==> config.mk <==
export PLATFORM = sky130hd
export DESIGN_NAME = mem_port_arbiter_flat
export DESIGN_NICKNAME = d
export VERILOG_FILES = /design/src/rtl/mem_port_arbiter_if.sv /design/src/rtl/mem_port_arbiter.sv /design/src/flat_wrapper.sv
export SDC_FILE = /design/constraint.sdc
export NUM_CORES = 1
export LEC_CHECK = 0
export CAP_MARGIN = 20
export CELL_PAD_IN_SITES_DETAIL_PLACEMENT = 0
export CELL_PAD_IN_SITES_GLOBAL_PLACEMENT = 1
export CORE_UTILIZATION = 32
export DETAILED_ROUTE_END_ITERATION = 7
export PLACE_DENSITY = 0.84
export SETUP_SLACK_MARGIN = 0.05
export SLEW_MARGIN = 25
export SYNTH_ARGS = -nofsm -noshare
export SYNTH_HDL_FRONTEND = slang
export SYNTH_SLANG_ARGS = --single-unit
==> constraint.sdc <==
create_clock -name clk -period 2.45 [get_ports clk]
set_clock_uncertainty 0.05 [all_clocks]
set_input_delay 0.3675 -clock clk [delete_from_list [all_inputs] [get_ports clk]]
set_output_delay 0.3675 -clock clk [all_outputs]
set_load 0.005 [all_outputs]
==> src/rtl/mem_port_arbiter_if.sv <==
// -----------------------------------------------------------------------------
// mem_port_arbiter_if
//
// Purpose:
//    Bundles every bus signal of mem_port_arbiter: the instruction-fetch
//    requester port, the data (MEM-stage) requester port, the shared
//    single-port memory req/ack port and the pipeline stall output.
//    Signal names keep their _i/_o suffixes as seen from the arbiter.
//
// Modports:
//    slave  : the arbiter itself (consumes requests, drives memory/stall).
//    master : the environment (fetch unit, MEM stage and memory model).
//
// Signal summary (direction as seen by the arbiter):
//    if_req_i, if_addr_i                in  fetch request / address
//    if_rdata_o, if_done_o              out fetched word / done pulse
//    d_req_i, d_addr_i, d_wdata_i       in  data request / address / store data
//    d_ctrl_i, d_we_i                   in  size-sign code / write enable
//    d_rdata_o, d_done_o                out load result / done pulse
//    mem_req_o, mem_addr_o, mem_wdata_o out memory request and latched command
//    mem_ctrl_o, mem_we_o               out latched control / write enable
//    mem_ack_i, mem_rdata_i             in  memory completion / read data
//    stall_o                            out pipeline stall
// -----------------------------------------------------------------------------
interface mem_port_arbiter_if #(
   parameter int size = 32
);
   // fetch port
   logic            if_req_i;
   logic [size-1:0] if_addr_i;
   logic [size-1:0] if_rdata_o;
   logic            if_done_o;

   // data port
   logic            d_req_i;
   logic [size-1:0] d_addr_i;
   logic [size-1:0] d_wdata_i;
   logic [2:0]      d_ctrl_i;
   logic            d_we_i;
   logic [size-1:0] d_rdata_o;
   logic            d_done_o;

   // memory port
   logic            mem_req_o;
   logic [size-1:0] mem_addr_o;
   logic [size-1:0] mem_wdata_o;
   logic [2:0]      mem_ctrl_o;
   logic            mem_we_o;
   logic            mem_ack_i;
   logic [size-1:0] mem_rdata_i;

   // pipeline
   logic            stall_o;

   modport slave (
      input  if_req_i, if_addr_i,
      output if_rdata_o, if_done_o,
      input  d_req_i, d_addr_i, d_wdata_i, d_ctrl_i, d_we_i,
      output d_rdata_o, d_done_o,
      output mem_req_o, mem_addr_o, mem_wdata_o, mem_ctrl_o, mem_we_o,
      input  mem_ack_i, mem_rdata_i,
      output stall_o
   );

   modport master (
      output if_req_i, if_addr_i,
      input  if_rdata_o, if_done_o,
      output d_req_i, d_addr_i, d_wdata_i, d_ctrl_i, d_we_i,
      input  d_rdata_o, d_done_o,
      input  mem_req_o, mem_addr_o, mem_wdata_o, mem_ctrl_o, mem_we_o,
      output mem_ack_i, mem_rdata_i,
      input  stall_o
   );
endinterface

==> src/rtl/mem_port_arbiter.sv <==
// -----------------------------------------------------------------------------
// mem_port_arbiter
//
// Purpose:
//    Shares one single-port memory between the instruction-fetch port and the
//    data port of a pipeline. One request per requester is accepted in IDLE,
//    the winner's command is latched onto the memory req/ack interface, and
//    the read data plus a one-cycle done pulse are returned to the winner.
//    Data wins ties, except that after STARVE_LIMIT consecutive data grants
//    with fetch waiting, the next grant goes to fetch.
//
// Ports:
//    clk    in  single clock, rising edge
//    reset  in  synchronous, active-low reset
//    bus    slave modport of mem_port_arbiter_if (fetch, data, memory, stall)
//
// Parameters:
//    size          address/data width (must match the interface instance)
//    STARVE_LIMIT  max consecutive data grants while fetch is pending (>= 1)
//
// Transaction timing (request seen in IDLE at cycle 0):
//    cycle 1   : mem_req_o = 1 (BUSY)
//    cycle k   : mem_ack_i = 1, k >= 1
//    cycle k+1 : done pulse (RESP), mem_req_o = 0
//    cycle k+2 : IDLE, next request may be granted
// -----------------------------------------------------------------------------
module mem_port_arbiter #(
   parameter int size         = 32,
   parameter int STARVE_LIMIT = 4
) (
   input  logic               clk,
   input  logic               reset,
   mem_port_arbiter_if.slave  bus
);

   localparam int CNT_W = $clog2(STARVE_LIMIT + 1);
   localparam logic [CNT_W-1:0] LIMIT = CNT_W'(STARVE_LIMIT);
   localparam logic [2:0] CTRL_WORD = 3'b010;

   typedef enum logic [1:0] {
      IDLE    = 2'd0,
      BUSY_IF = 2'd1,
      BUSY_D  = 2'd2,
      RESP    = 2'd3
   } state_t;

   // Owner encoding recorded at grant time.
   localparam logic OWNER_IF = 1'b0;
   localparam logic OWNER_D  = 1'b1;

   // -------------------------------------------------------------------------
   // State and registered outputs
   // -------------------------------------------------------------------------
   state_t            state_q;
   logic              owner_q;
   logic [CNT_W-1:0]  starve_cnt_q;
   logic [CNT_W-1:0]  starve_cnt_d;

   logic              mem_req_q;
   logic [size-1:0]   mem_addr_q;
   logic [size-1:0]   mem_wdata_q;
   logic [2:0]        mem_ctrl_q;
   logic              mem_we_q;

   logic [size-1:0]   if_rdata_q;
   logic [size-1:0]   d_rdata_q;
   logic              if_done_q;
   logic              d_done_q;

   // -------------------------------------------------------------------------
   // Arbitration
   // -------------------------------------------------------------------------
   logic any_req;
   logic pick_data;

   always_comb begin
      any_req   = bus.if_req_i | bus.d_req_i;
      // Data wins unless fetch is waiting and data has used up its budget.
      pick_data = bus.d_req_i & (~bus.if_req_i | (starve_cnt_q < LIMIT));
   end

   // Starvation counter only moves in IDLE, where grants happen. Any IDLE
   // cycle without a fetch request clears it, so it measures consecutive
   // data grants made while fetch was actually waiting.
   always_comb begin
      starve_cnt_d = starve_cnt_q;
      if (state_q == IDLE) begin
         if (!bus.if_req_i) begin
            starve_cnt_d = '0;
         end else if (pick_data) begin
            if (starve_cnt_q != LIMIT) begin
               starve_cnt_d = starve_cnt_q + 1'b1;
            end
         end else begin
            // fetch is being granted
            starve_cnt_d = '0;
         end
      end
   end

   // -------------------------------------------------------------------------
   // FSM with registered outputs
   // -------------------------------------------------------------------------
   always_ff @(posedge clk) begin
      if (!reset) begin
         state_q      <= IDLE;
         owner_q      <= OWNER_IF;
         starve_cnt_q <= '0;
         mem_req_q    <= 1'b0;
         mem_addr_q   <= '0;
         mem_wdata_q  <= '0;
         mem_ctrl_q   <= 3'b000;
         mem_we_q     <= 1'b0;
         if_rdata_q   <= '0;
         d_rdata_q    <= '0;
         if_done_q    <= 1'b0;
         d_done_q     <= 1'b0;
      end else begin
         // Done pulses last exactly one cycle unless re-set below.
         if_done_q    <= 1'b0;
         d_done_q     <= 1'b0;
         starve_cnt_q <= starve_cnt_d;

         case (state_q)
            IDLE: begin
               if (any_req) begin
                  mem_req_q <= 1'b1;
                  if (pick_data) begin
                     owner_q     <= OWNER_D;
                     mem_addr_q  <= bus.d_addr_i;
                     mem_wdata_q <= bus.d_wdata_i;
                     mem_ctrl_q  <= bus.d_ctrl_i;
                     mem_we_q    <= bus.d_we_i;
                     state_q     <= BUSY_D;
                  end else begin
                     // Fetch is always a plain word read.
                     owner_q     <= OWNER_IF;
                     mem_addr_q  <= bus.if_addr_i;
                     mem_wdata_q <= '0;
                     mem_ctrl_q  <= CTRL_WORD;
                     mem_we_q    <= 1'b0;
                     state_q     <= BUSY_IF;
                  end
               end
            end

            BUSY_IF, BUSY_D: begin
               // Command registers hold their latched values; wait for ack
               // with no timeout.
               if (bus.mem_ack_i) begin
                  mem_req_q <= 1'b0;
                  state_q   <= RESP;
                  if (owner_q == OWNER_IF) begin
                     if_rdata_q <= bus.mem_rdata_i;
                     if_done_q  <= 1'b1;
                  end else begin
                     // Stores leave the last load result untouched.
                     if (!mem_we_q) begin
                        d_rdata_q <= bus.mem_rdata_i;
                     end
                     d_done_q <= 1'b1;
                  end
               end
            end

            RESP: begin
               // No grant here: the requester may still be dropping the
               // request it just completed.
               state_q <= IDLE;
            end

            default: begin
               state_q   <= IDLE;
               mem_req_q <= 1'b0;
            end
         endcase
      end
   end

   // -------------------------------------------------------------------------
   // Output drive
   // -------------------------------------------------------------------------
   assign bus.mem_req_o   = mem_req_q;
   assign bus.mem_addr_o  = mem_addr_q;
   assign bus.mem_wdata_o = mem_wdata_q;
   assign bus.mem_ctrl_o  = mem_ctrl_q;
   assign bus.mem_we_o    = mem_we_q;

   assign bus.if_rdata_o  = if_rdata_q;
   assign bus.if_done_o   = if_done_q;
   assign bus.d_rdata_o   = d_rdata_q;
   assign bus.d_done_o    = d_done_q;

   // Stall releases combinationally in the done cycle so the pipeline can
   // advance on the same edge that ends the pulse.
   assign bus.stall_o = (bus.if_req_i & ~if_done_q) | (bus.d_req_i & ~d_done_q);

endmodule

==> src/flat_wrapper.sv <==
// flat-port wrapper written by rule: the top's interface ports become plain ports
module mem_port_arbiter_flat 
#(
   parameter int size         = 32,
   parameter int STARVE_LIMIT = 4
)
  (clk, reset, bus_if_req_i, bus_if_addr_i, bus_if_rdata_o, bus_if_done_o, bus_d_req_i, bus_d_addr_i, bus_d_wdata_i, bus_d_ctrl_i, bus_d_we_i, bus_d_rdata_o, bus_d_done_o, bus_mem_req_o, bus_mem_addr_o, bus_mem_wdata_o, bus_mem_ctrl_o, bus_mem_we_o, bus_mem_ack_i, bus_mem_rdata_i, bus_stall_o);
  mem_port_arbiter_if #(.size(size)) bus_i ();
  input  logic clk;
  input  logic reset;
  input wire logic [$bits(bus_i.if_req_i)-1:0] bus_if_req_i;
  input wire logic [$bits(bus_i.if_addr_i)-1:0] bus_if_addr_i;
  output wire logic [$bits(bus_i.if_rdata_o)-1:0] bus_if_rdata_o;
  output wire logic [$bits(bus_i.if_done_o)-1:0] bus_if_done_o;
  input wire logic [$bits(bus_i.d_req_i)-1:0] bus_d_req_i;
  input wire logic [$bits(bus_i.d_addr_i)-1:0] bus_d_addr_i;
  input wire logic [$bits(bus_i.d_wdata_i)-1:0] bus_d_wdata_i;
  input wire logic [$bits(bus_i.d_ctrl_i)-1:0] bus_d_ctrl_i;
  input wire logic [$bits(bus_i.d_we_i)-1:0] bus_d_we_i;
  output wire logic [$bits(bus_i.d_rdata_o)-1:0] bus_d_rdata_o;
  output wire logic [$bits(bus_i.d_done_o)-1:0] bus_d_done_o;
  output wire logic [$bits(bus_i.mem_req_o)-1:0] bus_mem_req_o;
  output wire logic [$bits(bus_i.mem_addr_o)-1:0] bus_mem_addr_o;
  output wire logic [$bits(bus_i.mem_wdata_o)-1:0] bus_mem_wdata_o;
  output wire logic [$bits(bus_i.mem_ctrl_o)-1:0] bus_mem_ctrl_o;
  output wire logic [$bits(bus_i.mem_we_o)-1:0] bus_mem_we_o;
  input wire logic [$bits(bus_i.mem_ack_i)-1:0] bus_mem_ack_i;
  input wire logic [$bits(bus_i.mem_rdata_i)-1:0] bus_mem_rdata_i;
  output wire logic [$bits(bus_i.stall_o)-1:0] bus_stall_o;
  assign bus_i.if_req_i = bus_if_req_i;
  assign bus_i.if_addr_i = bus_if_addr_i;
  assign bus_if_rdata_o = bus_i.if_rdata_o;
  assign bus_if_done_o = bus_i.if_done_o;
  assign bus_i.d_req_i = bus_d_req_i;
  assign bus_i.d_addr_i = bus_d_addr_i;
  assign bus_i.d_wdata_i = bus_d_wdata_i;
  assign bus_i.d_ctrl_i = bus_d_ctrl_i;
  assign bus_i.d_we_i = bus_d_we_i;
  assign bus_d_rdata_o = bus_i.d_rdata_o;
  assign bus_d_done_o = bus_i.d_done_o;
  assign bus_mem_req_o = bus_i.mem_req_o;
  assign bus_mem_addr_o = bus_i.mem_addr_o;
  assign bus_mem_wdata_o = bus_i.mem_wdata_o;
  assign bus_mem_ctrl_o = bus_i.mem_ctrl_o;
  assign bus_mem_we_o = bus_i.mem_we_o;
  assign bus_i.mem_ack_i = bus_mem_ack_i;
  assign bus_i.mem_rdata_i = bus_mem_rdata_i;
  assign bus_stall_o = bus_i.stall_o;
  mem_port_arbiter #(.size(size), .STARVE_LIMIT(STARVE_LIMIT)) u_core (.clk(clk), .reset(reset), .bus(bus_i));
endmodule
* Word-level counts from Yosys, hierarchy flattened
Cells that the tools add are included.
** Storage, ports and cells
- Output and inout bits :: 136
- Register bits after elaboration :: 141
** Cells by class
- Multiplexer cells :: 17
- Add/subtract/negate cells :: 1
- Eq/ne operators :: 7
- Reduce and logical (&&, ||, !) cells :: 10
- Bitwise logic cells :: 11
- $lt $le $gt $ge :: 1
** Operators with widths (count)
- $mux 32 :: 2
- $mux 3 :: 4
- $reduce_and 3->1 :: 3
- $mux 1 :: 6
- $mux 2 :: 3
- $ne 3x3->1 const B :: 2
- $pmux 2 s3 :: 1
- $reduce_and 2->1 :: 3
- $not 1->1 :: 5
- $eq 2x2->1 const B :: 2
- $reduce_and 4->1 :: 1
- $add 3x1->3 const B :: 1
- $and 1x1->1 :: 3
- $lt 3x3->1 const B :: 1
- $or 1x1->1 :: 3
- $eq 2x1->1 const B :: 1
- $logic_not 2->1 :: 1
- $ne 2x1->1 const B :: 1
- $ne 2x2->1 const B :: 1
- $pmux 1 s2 :: 1
- $reduce_bool 2->1 :: 1
- $reduce_or 2->1 :: 1

* Longest topological paths before layout
- Depth after elaboration :: 6
- Gate-level depth with buffers :: 8
- Mapped depth without buffers :: 5

* Worst setup path after synthesis
No wires, ideal clock.
- Path type :: register -> register
- Start point :: register u_core.state_q[0]
- End point :: register u_core.d_rdata_q[10], in the netlist u_core.bus.d_rdata_o[10]
- Path slack :: 0.923 ns
- Stages on the path, launching flop included :: 8
- Required time :: 2.272 ns
- Library setup time :: 0.128 ns
- Arrival :: 1.349 ns
- Path buffers :: 2
- Cell sequence :: dfxtp_1 > inv_1 > ha_1 > buf_2 > nand4b_2 > clkbuf_1 > nand3_1 > o21ai_0
** On the way
- Longest elaborated chain between the ends :: 3
- Elaborated cells on any way between the ends :: 4
** Ends and longest elaborated chain
- start, declared :: line mem_port_arbiter.sv:54 : state_t state_q;
- start signal, assigned :: line mem_port_arbiter.sv:106 : state_q <= IDLE;
- start signal, assigned :: line mem_port_arbiter.sv:134 : state_q <= BUSY_D;
- start signal, assigned :: line mem_port_arbiter.sv:142 : state_q <= BUSY_IF;
- $eq 2x1->1 or $eq 2x2->1 (tied branches) :: line mem_port_arbiter.sv:124 : case (state_q)
- $reduce_or 2->1 (*) :: line mem_port_arbiter.sv:124
- $reduce_and 4->1 (no line) (*)
- end signal, assigned :: line mem_port_arbiter.sv:159 : d_rdata_q <= bus.mem_rdata_i;
- end, declared :: line mem_port_arbiter.sv:66 : logic [size-1:0] d_rdata_q;
Mark *: on every way between the ends. The rest lies on a longest branch, timed or not.
A chain may end at the register's enable or synchronous reset.

* Worst setup path after layout
- Start point :: input bus_if_req_i
- End point :: output bus_stall_o
** On the way
- Longest elaborated chain between the ends :: 2
** Ends and longest elaborated chain
- start, declared :: line flat_wrapper.sv:11 : input wire logic [$bits(bus_i.if_req_i)-1:0] bus_if_req_i;
- $and 1x1->1 :: line mem_port_arbiter.sv:196 : assign bus.stall_o = (bus.if_req_i & ~if_done_q) | (bus.d_req_i & ~d_done_q);
- $or 1x1->1 :: line mem_port_arbiter.sv:196
- end, declared :: line flat_wrapper.sv:29 : output wire logic [$bits(bus_i.stall_o)-1:0] bus_stall_o;
Every way passes these cells.

==> summary.log <==
qor: status.outcome complete, no violations
qor: finish.insertedDiodeCount 0
qor: setup_path.cp_max_fo 7
qor: synthesis.mapped_nets 780
qor: floorplan.floorplan.io_pins 273
qor: timing.final_period_minus_worst_setup_slack 2.18 ns
qor: run.drv.max_cap_violation_count 0
qor: timing.report.final.setup_viol 0
qor: clock_network.postCtsSetupRepairBufs 0
qor: clock_network.hold_buffers 0
qor: global_routing.grt_start_max_net_pins 93
qor: worst_hold_path.hold_class in -> reg
qor: floorplan.placement_rows 49
qor: power.highest_ir_drop_seen_on_vdd 0.563 mV
qor: setup_path.timing_worst_setup_path_type in -> out
qor: place.place.detailed.hpwl 11.5 mm
qor: clock_network.cts.sinks 141
qor: setup_path.critical_path.startpoint_type primary input
qor: clock_network.post_cts_resized 0
qor: drt.via_total_after_detailed_routing 5361
qor: synthesis.avgSynthCellArea 9.13 um2
qor: clock_network.cts-htree-levels 4
qor: synthesis.synth_async_sr_flop_share 0
qor: synthesis.ys_warn_count 0
qor: synthesis.post_synth_most_frequent_cells sky130_fd_sc_hd__dfxtp_1, sky130_fd_sc_hd__nand2_1, sky130_fd_sc_hd__o21ai_0
qor: floorplan.floorplan.initialDensity 0.326
qor: clock_network.clk_pin_slew_worst_paths 0.06 ns
qor: drt.avgViaCountPerCell 4.77
qor: global_routing.global_route.overflow_total 0
qor: clock_network.numCtsBuffers 17
qor: synthesis.synth_edf_count 0
qor: clock_network.root_buffer sky130_fd_sc_hd__clkbuf_16
qor: global_routing.globalRouteTotalUtil 0.185
qor: power.cellPowerDensity 940 nW/um2
qor: timing.final_min_period_over_clock_period 0.889
qor: worst_hold_path.timing.hold.worst.start reset
qor: floorplan.die_x 137 um
qor: place.dpl_worst_slack 0.276 ns
qor: place.place.gp.congestion 0.775
qor: timing.fin_ws 0.272 ns
qor: finish.layout.cell_area.non_filler 9200 um2
qor: place.portBuffers 272
qor: finish.drive_gt1_frac 0.124
qor: floorplan.standard_cell_core_area 17900 um2
qor: synthesis.netlist_area 5830 um2
qor: finish.area.growth.synth_to_final 57.8%
qor: setup_path.critPathCaptureType primary output
qor: setup_path.crit_start bus_if_req_i
qor: clock_network.cts-root-to-sink-buffers 2
qor: power.total_leakage_power 3.25 nW
qor: setup_path.req_time_crit_path 2.03 ns
qor: drt.post_drt_wl_per_cell 15.4 um
qor: global_routing.first_pass_grt_wire_length 26.8 mm
qor: place.placedInstanceArea 8620 um2
qor: synthesis.synth_seq_area_share 0.484
qor: drt.finalWirelength 17.3 mm
qor: timing.hold_ws 0.318 ns
qor: synthesis.synthDominantCellAreaShare 0.484
qor: synthesis.yosys.cell_count.top_type sky130_fd_sc_hd__dfxtp_1
qor: timing.max_freq 459 MHz
qor: drt.number_of_design_rule_violations_left_after_detail_routing 0
qor: timing.tightest_slew 0.703 ns
qor: drt.drt_first_pass_iters 4
qor: timing.timing.final.max_slew_violations 0
qor: drt.drt_iter0_markers 247
qor: drt.final_antenna_violating_net_count 0
qor: setup_path.timing.critical_path.arrival 1.76 ns
qor: synthesis.synth-main-ff-cell sky130_fd_sc_hd__dfxtp_1
qor: synthesis.synth_cells 639
qor: global_routing.number_of_antenna_violations_at_the_first_check_in_global_routing 0
qor: timing.final.setup.tns 0 ns
qor: synthesis.synth.lib_cells_used.distinct 40
qor: clock_network.tritoncts built
qor: floorplan.die_y 137 um
qor: clock_network.worst_skew_pair.late_latency 0.41 ns
qor: synthesis.synth_top_cell_by_area sky130_fd_sc_hd__dfxtp_1
qor: timing.rsz0062_at_grt no
qor: synthesis.top_cells_by_area_synth sky130_fd_sc_hd__dfxtp_1, sky130_fd_sc_hd__a21oi_2, sky130_fd_sc_hd__nand2_1
qor: timing.maxSlewHeadroom 0.531
qor: floorplan.design.die.area 18800 um2
qor: timing.finalHoldViolations 0
qor: finish.design.final.nets 1023
qor: setup_path.r2r_start u_core.state_q[0]
qor: synthesis.synth_seq_cells 141
qor: global_routing.via_count_of_the_first_global_routing_pass 5184
-- sequential cells by signal, indices dropped and copies added (netlist names), 2 cells and up --
register,cells
u_core.bus.d_rdata_o,32
u_core.starve_cnt_q,3
u_core.state_q,2
u_core.bus.mem_ctrl_o,3
u_core.bus.mem_wdata_o,32
u_core.bus.if_rdata_o,32
u_core.bus.mem_addr_o,32
-- worst paths after layout --
path                                                   to  slack [ns]  depth (start not counted)
worst max-delay path                          bus_stall_o        0.27                          4
worst min-delay path            u_core.bus.mem_wdata_o[4]        0.32                          2
worst max register to register  u_core.bus.mem_addr_o[23]        0.62                          5
worst min register to register  u_core.bus.if_rdata_o[24]        0.40                          2
-- placed cells by master (no fill, tap or decap), types with 2 or more instances in the layout --
master / count
sky130_fd_sc_hd__ha_1: 4
sky130_fd_sc_hd__a21oi_2: 60
sky130_fd_sc_hd__clkbuf_16: 17
sky130_fd_sc_hd__o21ai_1: 5
sky130_fd_sc_hd__buf_12: 5
sky130_fd_sc_hd__inv_6: 3
sky130_fd_sc_hd__nor2b_1: 36
sky130_fd_sc_hd__a32oi_1: 35
sky130_fd_sc_hd__o21ai_0: 61
sky130_fd_sc_hd__inv_1: 6
sky130_fd_sc_hd__and2_1: 4
sky130_fd_sc_hd__buf_4: 8
sky130_fd_sc_hd__a21boi_1: 32
sky130_fd_sc_hd__clkinvlp_4: 2
sky130_fd_sc_hd__clkdlybuf4s50_1: 271
sky130_fd_sc_hd__nand3_1: 33
sky130_fd_sc_hd__dfxtp_1: 141
sky130_fd_sc_hd__o22ai_1: 2
sky130_fd_sc_hd__clkinv_2: 4
sky130_fd_sc_hd__bufinv_16: 2
sky130_fd_sc_hd__o221a_1: 2
sky130_fd_sc_hd__nand2_1: 133
sky130_fd_sc_hd__a21oi_1: 4
sky130_fd_sc_hd__nand4_1: 2
sky130_fd_sc_hd__clkinv_4: 2
sky130_fd_sc_hd__a21boi_0: 2
-- per-stage QoR --
step | cells | utilization | total power [mW]
after floorplan | 639 | - | 4.70
final | 1124 | 0.514 | 8.65
after global routing | 1124 | 0.514 | 9.20
after global placement | 1092 | 0.482 | 6.16
after CTS | 1124 | 0.514 | 8.78
after detailed placement | 1092 | 0.482 | 6.18
-- cell type report --
type                       count  area [um2]
fill                        1713        8700
timing repair buffer         284        2870
sequential                   141        2820
multi-input combinational    432        2620
clock buffer                  19         443
tap                          229         287
clock inverter                13         139
inverter                       6        22.5
-- cell families after synthesis --
| kind of cell | after synthesis | share of synthesized area |
|---|---|---|
| AO/OA/AOI/OAI | 210 | 0.267 |
| adder cells (fa/ha/maj) | 4 | 0.00858 |
| buffers and inverters | 66 | 0.0672 |
| flip-flops | 141 | 0.484 |
| multiplexers | 1 | 0.00172 |
| AND/OR/NAND/NOR | 217 | 0.172 |
-- power breakdown --
part | leakage [nW] | total, mW | switching (mW) | internal (mW)
clock network | 0.284 | 2.56 | 1.02 | 1.53
registers | 1.15 | 3.04 | 0.249 | 2.79
logic | 1.81 | 3.05 | 1.46 | 1.60
total | 3.25 | 8.65 | 2.73 | 5.92
-- routing by layer --
layer	global-route usage	vias up	wire length, um
met5	0	-	0
met2	0.312	177	8440
met1	0.218	2464	7380
met3	0.0567	21	1080
met4	0.0733	0	354
li1	-	2699	-
-- critical path, stage by stage --
cell,delay (ns)
sky130_fd_sc_hd__clkdlybuf4s50_1,0.61
sky130_fd_sc_hd__inv_1,0.08
sky130_fd_sc_hd__o22ai_1,0.17
sky130_fd_sc_hd__clkdlybuf4s50_1,0.53
Power figures use the tool's default switching activity.
==> RTL edit (config.mk and constraints unchanged) <==
Encoding of `state_t`: now one-hot (4 bits for 4 states).
--- a/src/rtl/mem_port_arbiter.sv
+++ b/src/rtl/mem_port_arbiter.sv
@@ -37,11 +37,11 @@
    localparam logic [CNT_W-1:0] LIMIT = CNT_W'(STARVE_LIMIT);
    localparam logic [2:0] CTRL_WORD = 3'b010;
 
-   typedef enum logic [1:0] {
-      IDLE    = 2'd0,
-      BUSY_IF = 2'd1,
-      BUSY_D  = 2'd2,
-      RESP    = 2'd3
+   typedef enum logic [3:0] {
+      IDLE    = 4'b0001,
+      BUSY_IF = 4'b0010,
+      BUSY_D  = 4'b0100,
+      RESP    = 4'b1000
    } state_t;
 
    // Owner encoding recorded at grant time.
Function: same outputs for any inputs over 4 cycles, from zero or initial values and one cycle with reset low; so few cycles prove little.
==> RTL edit against the unedited design <==
Sequential share of layout area hardly changed. Design area rose by 1.6%. Die area up 0.63%. Critical endpoint unchanged. Sequential cell count rose by 2. Area after synthesis rose by 0.64%. Wire length is 10% higher. Worst setup slack better by 0.10 ns.
Power is not compared: it rests on default switching activity, and its combinational part moved more than twofold at a synthesized area within 25%.
==> RTL edit: results (changes against the unedited design) <==
\begin{tabular}{lr}
\hline
Metric & Value \\
\hline
\multicolumn{2}{l}{\textbf{Critical path}} \\
\quad Length in cells of the worst reg-to-reg path & 4 (was 5) \\
\quad Critical-path maximum fanout & 6 (was 7) \\
\quad Reg-to-Reg Start & u\_core.state\_q[0]\$\_SDFFE\_PN1P\_ (was u\_core.state\_q[0]\$\_SDFFE\_PN0P\_) \\
\quad Max incr delay on CP & 0.57 ns (was 0.61 ns) \\
\multicolumn{2}{l}{\textbf{Final layout}} \\
\quad Fraction of layout instances using a drive strength above 1 & 6.51\% (was 12.4\%) \\
\multicolumn{2}{l}{\textbf{Drt}} \\
\quad Routed wire per std cell & 16.8 µm (was 15.4 µm) \\
\quad Wire length reported by the detailed router & 19000 µm (was 17300 µm) \\
\quad Via/cell ratio & 5.04 (was 4.77) \\
\quad DRC violation total after the first TritonRoute iteration & 239 (was 247) \\
\multicolumn{2}{l}{\textbf{Yosys}} \\
\quad XOR/XNOR share of the synthesized area & 0.618\% (was 0\%) \\
\quad Multiplexer area fraction after synthesis & 5.46\% (was 0.172\%) \\
\quad Commonest cells in the netlist & sky130\_fd\_sc\_hd\_\_dfxtp\_1, sky130\_fd\_sc\_hd\_\_a21oi\_1, sky130\_fd\_sc\_hd\_\_nand2\_1, sky130\_fd\_sc\_hd\_\_o21ai\_0, sky130\_fd\_sc\_hd\_\_nand3\_1 (was sky130\_fd\_sc\_hd\_\_dfxtp\_1, sky130\_fd\_sc\_hd\_\_nand2\_1, sky130\_fd\_sc\_hd\_\_o21ai\_0, sky130\_fd\_sc\_hd\_\_a21oi\_2, sky130\_fd\_sc\_hd\_\_nor2b\_1) \\
\quad Largest cells by area after synthesis & sky130\_fd\_sc\_hd\_\_dfxtp\_1, sky130\_fd\_sc\_hd\_\_a21oi\_1, sky130\_fd\_sc\_hd\_\_mux2i\_1 (was sky130\_fd\_sc\_hd\_\_dfxtp\_1, sky130\_fd\_sc\_hd\_\_a21oi\_2, sky130\_fd\_sc\_hd\_\_nand2\_1) \\
\quad Synth cell types & 39 (was 40) \\
\multicolumn{2}{l}{\textbf{Placed design}} \\
\quad Total half-perimeter wirelength after legalization and detailed placement & 12500 µm (was 11500 µm) \\
\quad Global placer's final weighted congestion & 0.754 (was 0.775) \\
\multicolumn{2}{l}{\textbf{GRT}} \\
\quad Number of global-route vias before repair & 5378 (was 5184) \\
\multicolumn{2}{l}{\textbf{Hold path}} \\
\quad Sink of the worst hold path & u\_core.bus.d\_rdata\_o[3]\$\_SDFFE\_PN0P\_ (was u\_core.bus.mem\_wdata\_o[4]\$\_SDFFE\_PN0P\_) \\
\quad Hold wc startpoint & u\_core.bus.d\_rdata\_o[3]\$\_SDFFE\_PN0P\_ (was reset) \\
\multicolumn{2}{l}{\textbf{Status}} \\
\quad Result of the run & completed (unchanged) \\
\hline
\end{tabular}
[RTL edit: cell count changes after synthesis, moves of 33 or more]
cell                       change
sky130_fd_sc_hd__a32oi_1      -35
sky130_fd_sc_hd__nand2_1      -65
sky130_fd_sc_hd__nor2b_1      -35
sky130_fd_sc_hd__a21oi_2      -60
sky130_fd_sc_hd__a211oi_1     +33
sky130_fd_sc_hd__a21oi_1     +101
[RTL edit: cells by family (layout without fill, tap and decap cells)]
group	after synthesis	after routing
AOI/OAI and AO/OA	245	245
and+or+nand+nor	158	158
DFF	143	143
buffers and inverters	83	324
muxes	32	32
adders and majority gates	2	2
xor gates and xnor gates	2	2
other	0	1
[RTL edit: critical path: cells and delay by family]
| kind | cells | cell delay [ns] |
|---|---|---|
| buf+inv | 3 | 1.16 |
| compound gates | 1 | 0.13 |
[RTL edit: how the worst max path moves through the flow]
stage                                                        end  slack, ns  depth (start not counted)
after floorplan            u_core.bus.mem_ctrl_o[0]$_SDFFE_PN0P_       0.90                          5
after global placement    u_core.bus.mem_addr_o[10]$_SDFFE_PN0P_       0.18                          5
after detailed placement  u_core.bus.mem_addr_o[10]$_SDFFE_PN0P_       0.16                          5
after CTS                                            bus_stall_o       0.37                          4
after global routing      u_core.bus.mem_addr_o[28]$_SDFFE_PN0P_       0.34                          4
final                                                bus_stall_o       0.37                          4
[RTL edit: layout make-up]
class,instances,share of cell area [%]
timing repair buffer,288,31.2
sequential,143,30.6
multi-input combinational,439,28.4
clock buffer,21,4.82
tap,229,3.06
clock inverter,10,1.73
inverter,5,0.214
antenna,1,0.0268
[RTL edit: stage by stage]
step	hold WS [ns]	setup WS (ns)	instance area [µm²]	util, %
6_report	0.403	0.374	9350	52.0
5_1_grt	0.416	0.337	9350	52.0
4_1_cts	0.398	0.372	9350	52.0
3_5_place_dp	0.397	0.161	8730	48.6
3_3_place_gp	0.392	0.178	8730	48.6
2_1_floorplan	0.399	0.901	5870	-
[RTL edit: power by group through the flow]
stage / clock network, mW / registers [mW] / logic [mW]
after global placement: 0 / 2.62 / 1.28
after global routing: 2.89 / 2.60 / 1.39
after floorplan: 0 / 2.62 / 0.594
after CTS: 2.78 / 2.58 / 1.28
after detailed placement: 0 / 2.63 / 1.28
final: 2.72 / 2.58 / 1.27
[RTL edit: layer usage]
metal | part of all wire (%) | wire, µm | GRT usage, % | up-vias
met1 | 44 | 8450 | 25.5 | 2652
met2 | 48 | 9090 | 31.4 | 159
li1 | - | - | - | 2891
met5 | 0 | 0 | 0 | -
met4 | 1.6 | 296 | 6.59 | 0
met3 | 6.3 | 1200 | 5.22 | 20
